File: config.mk
export PLATFORM = sky130hd
export DESIGN_NAME = tdm_delay_sched
export DESIGN_NICKNAME = d
export VERILOG_FILES = /design/src/rtl/dsp_pkg.sv /design/src/rtl/gated_shift_line.sv /design/src/rtl/tdm_delay_sched.sv
export SDC_FILE = /design/constraint.sdc
export NUM_CORES = 1
export LEC_CHECK = 0
export ABC_AREA = 1
export ABC_CLOCK_PERIOD_IN_PS = 11100
export CAP_MARGIN = 20
export CORE_MARGIN = 2
export CORE_UTILIZATION = 54
export CTS_CLUSTER_DIAMETER = 200
export DETAILED_ROUTE_END_ITERATION = 6
export HOLD_SLACK_MARGIN = 0.02
export PLACE_DENSITY = 0.78
export SYNTH_ARGS = -nofsm -noshare
export SYNTH_HDL_FRONTEND = slang
export SYNTH_SLANG_ARGS = --single-unit
File: constraint.sdc
create_clock -name clk -period 11.1 [get_ports clk]
set_clock_uncertainty 0.2 [all_clocks]
set_input_delay 1.11 -clock clk [delete_from_list [all_inputs] [get_ports clk]]
set_output_delay 1.11 -clock clk [all_outputs]
set_load 0.005 [all_outputs]
File: src/rtl/dsp_pkg.sv
// dsp_pkg: FSM encoding and tag-word layout shared by the TDM delay scheduler.
// A line word is {real, ch, data} with data in the low bits.
package dsp_pkg;

   typedef enum logic [1:0] {S_IDLE, S_RUN, S_FLUSH} state_e;

   localparam int DATA_LSB = 0;

   function automatic int ch_lsb(input int dw);
      return DATA_LSB + dw;
   endfunction

   function automatic int tag_w(input int cw, input int dw);
      return 1 + cw + dw;
   endfunction

endpackage

File: src/rtl/gated_shift_line.sv
// gated_shift_line: delay line that advances only on gate; dout is the last stage.
module gated_shift_line #(
   parameter int width = 8,
   parameter int len   = 4
) (
   input  logic             clk,
   input  logic             reset,
   input  logic             gate,
   input  logic [width-1:0] din,
   output logic [width-1:0] dout
);

   logic [width-1:0] stage_q [len];

   always_ff @(posedge clk) begin
      if (!reset) begin
         for (int k = 0; k < len; k++) stage_q[k] <= '0;
      end else if (gate) begin
         stage_q[0] <= din;
         for (int k = 1; k < len; k++) stage_q[k] <= stage_q[k-1];
      end
   end

   assign dout = stage_q[len-1];

endmodule

File: src/rtl/tdm_delay_sched.sv
// tdm_delay_sched: round-robin arbiter feeding one shared gated delay line,
// injecting bubbles once traffic stops so residual samples drain.
module tdm_delay_sched
   import dsp_pkg::*;
#(
   parameter int NCH      = 4,
   parameter int dw       = 36,
   parameter int len      = 6,
   parameter int flush_to = 16,
   parameter int CW       = (NCH > 1) ? $clog2(NCH) : 1
) (
   input  logic              clk,
   input  logic              reset,
   input  logic [NCH-1:0]    in_valid,
   input  logic [NCH*dw-1:0] in_data,
   output logic [NCH-1:0]    in_ready,
   input  logic              flush,
   output logic              out_valid,
   output logic [dw-1:0]     out_data,
   output logic [CW-1:0]     out_ch,
   output logic              gate,
   output logic              busy
);

   localparam int WW = tag_w(CW, dw);
   localparam int CL = ch_lsb(dw);
   localparam int OW = $clog2(len + 1);
   localparam int IW = (flush_to > 0) ? $clog2(flush_to + 1) : 1;

   state_e        state_q, state_d;
   logic [CW-1:0] rr_q, gidx;
   logic [CW-1:0] cand [NCH];
   logic [IW-1:0] idle_q, idle_d;
   logic [OW-1:0] occ_q, occ_d;
   logic          pend_q, pend_d;
   logic          accept, bubble, pop, set_pend;
   logic [WW-1:0] push_w, tail_w;
   logic          ov_q, busy_q;
   logic [dw-1:0] od_q;
   logic [CW-1:0] oc_q;

   // Scan from the highest rotated offset down so the lowest one at/after rr wins.
   always_comb begin
      in_ready = '0;
      gidx = '0;
      for (int k = NCH - 1; k >= 0; k--) begin
         cand[k] = CW'((int'(rr_q) + k) % NCH);
         if (reset && in_valid[cand[k]]) begin
            in_ready = '0;
            in_ready[cand[k]] = 1'b1;
            gidx = cand[k];
         end
      end
   end

   assign accept   = |in_ready;
   assign bubble   = reset && state_q == S_FLUSH && !accept;
   assign gate     = accept | bubble;
   assign push_w   = accept ? {1'b1, gidx, in_data[gidx*dw +: dw]} : '0;
   assign pop      = gate && tail_w[WW-1];
   assign set_pend = flush && (occ_q != '0 || accept);
   assign occ_d    = gate ? occ_q + OW'(accept) - OW'(pop) : occ_q;

   always_comb begin
      state_d = state_q;
      idle_d = accept ? '0 : idle_q;
      pend_d = pend_q | set_pend;
      if (state_q == S_IDLE) begin
         state_d = accept ? S_RUN : S_IDLE;
      end else if (state_q == S_RUN && !accept) begin
         idle_d = (idle_q == IW'(flush_to)) ? idle_q : idle_q + 1'b1;
         if (pend_q || set_pend || (flush_to != 0 && idle_d == IW'(flush_to))) state_d = S_FLUSH;
      end else if (state_q == S_FLUSH) begin
         if (accept) begin
            state_d = S_RUN;
            pend_d = flush;
         end else if (occ_d == '0) begin
            state_d = S_IDLE;
            pend_d = 1'b0;
         end
      end
   end

   always_ff @(posedge clk) begin
      if (!reset) begin
         state_q <= S_IDLE;
         rr_q    <= '0;
         idle_q  <= '0;
         occ_q   <= '0;
         pend_q  <= 1'b0;
         ov_q    <= 1'b0;
         od_q    <= '0;
         oc_q    <= '0;
         busy_q  <= 1'b0;
      end else begin
         state_q <= state_d;
         rr_q    <= accept ? ((gidx == CW'(NCH - 1)) ? '0 : gidx + 1'b1) : rr_q;
         idle_q  <= idle_d;
         occ_q   <= occ_d;
         pend_q  <= pend_d;
         ov_q    <= pop;
         od_q    <= gate ? tail_w[DATA_LSB +: dw] : od_q;
         oc_q    <= gate ? tail_w[CL +: CW] : oc_q;
         busy_q  <= state_d != S_IDLE || occ_d != '0;
      end
   end

   gated_shift_line #(.width(WW), .len(len)) u_line (
      .clk  (clk),
      .reset(reset),
      .gate (gate),
      .din  (push_w),
      .dout (tail_w)
   );

   assign out_valid = ov_q;
   assign out_data  = od_q;
   assign out_ch    = oc_q;
   assign busy      = busy_q;

endmodule

==> run_summary.xml <==
<?xml version="1.0" encoding="UTF-8"?>
<metrics>
  <group name="layout">
    <metric name="final_layout_size_suffix_gt1_share" unit="%">4.77</metric>
    <metric name="seq_area" unit="um2">8090</metric>
    <metric name="antenna-diode-count" unit="">0</metric>
    <metric name="n_fill_cell" unit="">1723</metric>
    <metric name="multi_input_area" unit="um2">3200</metric>
    <metric name="area_growth_syn_to_layout" unit="%">23.9</metric>
    <metric name="nNetsFinal" unit="">1631</metric>
  </group>
  <group name="critical_path">
    <metric name="timing_worst_setup_path_type" unit="">register to register</metric>
    <metric name="required" unit="ns">11.32</metric>
    <metric name="critical-path-top-delay-family" unit="">simple AND/OR/NAND/NOR gates</metric>
    <metric name="timing.critical_path.arrival" unit="ns">5.58</metric>
    <metric name="max_stage_delay" unit="ns">0.80</metric>
    <metric name="crit_slowest_cell" unit="">inv_6</metric>
    <metric name="critical_path_peak_fanout" unit="">145</metric>
    <metric name="crit_buf_inv" unit="">7</metric>
    <metric name="startpoint_type" unit="">register</metric>
    <metric name="cpMostUsedCell" unit="">nand2_1</metric>
    <metric name="endpoint_kind" unit="">register</metric>
  </group>
  <group name="routing">
    <metric name="detail_route.drc_violations" unit="">0</metric>
    <metric name="drtIter0Drc" unit="">527</metric>
    <metric name="drt_wl_total" unit="um">21800</metric>
    <metric name="first_pass_drt_iterations" unit="">5</metric>
    <metric name="vias_per_cell" unit="">4.74</metric>
    <metric name="postRouteAntennaNets" unit="">0</metric>
    <metric name="wl_per_cell" unit="um">12.3</metric>
    <metric name="vias" unit="">8414</metric>
  </group>
  <group name="outcome">
    <metric name="run_status" unit="">completed</metric>
  </group>
  <group name="synth">
    <metric name="yosys_warnings" unit="">0</metric>
    <metric name="netlist.area_leader.share" unit="%">56.3</metric>
    <metric name="syn_avg_cell_area" unit="um2">9.61</metric>
    <metric name="yosys-top-cells-area" unit="">edfxtp_1 56%, nand2_1 9.4%, dfxtp_1 8.5%</metric>
    <metric name="synthCells" unit="">1299</metric>
    <metric name="top_count_cell_post_synth" unit="">nand2_1</metric>
    <metric name="synth_top_family_by_area" unit="">simple AND/OR/NAND/NOR gates</metric>
    <metric name="ys_top_cells_by_count" unit="">312 x nand2_1, 255 x nor2_1, 234 x edfxtp_1</metric>
    <metric name="synth_compound_area_share" unit="%">3.47</metric>
    <metric name="synth_area_in_xor_xnor" unit="%">0.421</metric>
    <metric name="yosysUniqueCellTypes" unit="">32</metric>
    <metric name="most_common_flop_cell_mapped_by_yosys" unit="">edfxtp_1</metric>
    <metric name="post_synthesis_instance_area" unit="um2">12500</metric>
    <metric name="synth_fa_ha_area_share" unit="%">1.26</metric>
    <metric name="synth-edff-count" unit="">234</metric>
    <metric name="ys_seq_area_share" unit="%">64.8</metric>
    <metric name="postSynthRegisterBits" unit="">287</metric>
    <metric name="mappedNetlistNets" unit="">1462</metric>
    <metric name="synth_area_in_simple_gates" unit="%">20.4</metric>
    <metric name="postSynth.asyncResetShare" unit="%">0</metric>
    <metric name="synthMuxAreaShare" unit="%">0</metric>
    <metric name="netlist.top_cell.by_area" unit="">edfxtp_1</metric>
  </group>
  <group name="clock_network">
    <metric name="tritoncts_num_sinks" unit="">287</metric>
    <metric name="path_clk_slew" unit="ns">0.06</metric>
    <metric name="cts_made_buffers" unit="">27</metric>
    <metric name="clock_insertion_delay_worst_skew" unit="ns">0.53</metric>
    <metric name="clock_tree.buffer_depth" unit="">3</metric>
    <metric name="cts-root-buf" unit="">clkbuf_16</metric>
    <metric name="cts_max_level" unit="">1</metric>
    <metric name="cts_post_setup_buffers_inserted" unit="">0</metric>
    <metric name="tritoncts" unit="">done</metric>
    <metric name="cts_hold_repair.buffers" unit="">0</metric>
    <metric name="post_cts.resized_instances" unit="">0</metric>
  </group>
  <group name="global_routing">
    <metric name="grt_start_max_net_pins" unit="">146</metric>
    <metric name="grt_remaining_overflow" unit="">0</metric>
    <metric name="grt_pass1_vias" unit="">7919</metric>
    <metric name="wire_length_of_the_first_global_routing_pass" unit="um">36100</metric>
    <metric name="antenna_found_initial" unit="">0</metric>
    <metric name="global_route_usage_over_all_layers" unit="%">18.0</metric>
  </group>
  <group name="die">
    <metric name="die-area" unit="um2">24300</metric>
    <metric name="core-area" unit="um2">22600</metric>
    <metric name="io_pins" unit="">196</metric>
    <metric name="chipHeight" unit="um">156</metric>
    <metric name="core.rowCount" unit="">55</metric>
    <metric name="starting_density" unit="%">55.1</metric>
    <metric name="chipWidth" unit="um">156</metric>
  </group>
  <group name="worst_hold_path">
    <metric name="worst_hold_path_type" unit="">register to register</metric>
  </group>
  <group name="place">
    <metric name="port_buffer_count" unit="">195</metric>
    <metric name="gpl.final_weighted_congestion" unit="">0.877</metric>
    <metric name="detailedPlacementHpwl" unit="um">14000</metric>
  </group>
  <group name="timing">
    <metric name="finalMaxSlewViolations" unit="">0</metric>
    <metric name="clock.fmax" unit="MHz">186</metric>
    <metric name="final_hold_fails" unit="">0</metric>
    <metric name="timing.setup.tns" unit="ns">0</metric>
    <metric name="worst-slew-pin-transition" unit="ns">1.01</metric>
    <metric name="unrepaired_setup_endpoints_after_global_routing" unit="">false</metric>
    <metric name="final-setup-viol-count" unit="">0</metric>
    <metric name="period_needed" unit="ns">5.36</metric>
    <metric name="fin_crit_share" unit="%">48.3</metric>
    <metric name="max_slew_margin" unit="%">32.7</metric>
  </group>
  <group name="power">
    <metric name="power.static_leakage" unit="uW">0.00683</metric>
    <metric name="ir_drop" unit="uV">262</metric>
    <metric name="power_density" unit="nW/um2">332</metric>
    <metric name="total_power" unit="uW">5130</metric>
  </group>
  <group name="flow_run">
    <metric name="reported_max_cap_violation_count" unit="">0</metric>
  </group>
</metrics>
flip-flops by register name (all words and copies together) (netlist names):
name	flops
occ_q	3
idle_q	5
out_data	36
busy	1
out_valid	1
pend_q	1
u_line.stage_q	234
out_ch	2
rr_q	2
state_q	2
cells in the final DEF (no fill, tap or decap), types with 4 or more instances in the layout:
cell / n
nand2_1: 310
nor2_1: 255
edfxtp_1: 234
inv_1: 226
clkdlybuf4s50_1: 194
nand3_1: 57
dfxtp_1: 53
a311oi_1: 36
clkbuf_16: 29
ha_1: 11
a21oi_1: 9
buf_4: 8
clkbuf_8: 7
clkinv_2: 6
clkbuf_1: 5
inv_2: 4
o21ai_0: 4
a211oi_1: 4
metal layers:
metal | up-vias | part of all wire, % | GRT usage, %
li1 | 4423 | - | -
met4 | 0 | 2.4 | 5.55
met3 | 39 | 6.1 | 3.72
met1 | 3710 | 45 | 23.8
met5 | - | 0 | 0
met2 | 242 | 46 | 30.0
path summary, 6_finish.rpt:
path                       to  cells past startpoint                  from  slack [ns]
hold reg to reg   out_data[1]                      2  u_line.stage_q[5][1]        0.24
setup reg to reg         busy                     31               rr_q[0]        5.74
setup / recovery         busy                     31               rr_q[0]        5.74
hold / removal    out_data[1]                      2  u_line.stage_q[5][1]        0.24
cell type report:
cell class / instances / area share, %
Multi-Input combinational cell: 716 / 20.7
Inverter: 232 / 5.66
Clock buffer: 41 / 5.44
Sequential cell: 287 / 52.3
Clock inverter: 9 / 0.485
Tap cell: 285 / 2.31
Timing Repair Buffer: 204 / 13.2
worst reg2reg max path: cells and delay by family (launching register included):
| family | cells | cell delay, ns |
|---|---|---|
| DFF | 1 | 0.55 |
| buffers and inverters | 7 | 1.33 |
| and+or+nand+nor | 19 | 1.84 |
| xor gates and xnor gates | 1 | 0.14 |
| adders and majority gates | 4 | 1.23 |
power by group:
part	internal (uW)	total, uW	switching (uW)
Combinational	687	2110	1420
Sequential	1960	2110	149
Clock	546	920	374
Total	3190	5130	1940
kinds of logic (layout without fill, tap and decap cells):
| kind of cell | after synthesis | after routing |
|---|---|---|
| and+or+nand+nor | 642 | 642 |
| adders and majority gates | 12 | 12 |
| DFF | 287 | 287 |
| buffers and inverters | 296 | 486 |
| xor gates and xnor gates | 6 | 6 |
| AOI/OAI and AO/OA | 56 | 56 |
per-stage QoR:
step	instances	hold slack, ns	setup slack [ns]	util [%]	area, um2
after floorplan	1299	0.219	2.75	-	12500
after global placement	1723	0.226	5.41	64.2	14500
after detailed placement	1723	0.229	5.20	64.2	14500
after CTS	1773	0.241	5.74	68.2	15400
after global routing	1774	0.265	5.17	68.3	15500
final	1774	0.240	5.74	68.3	15500
Power figures use the tool's default switching activity.
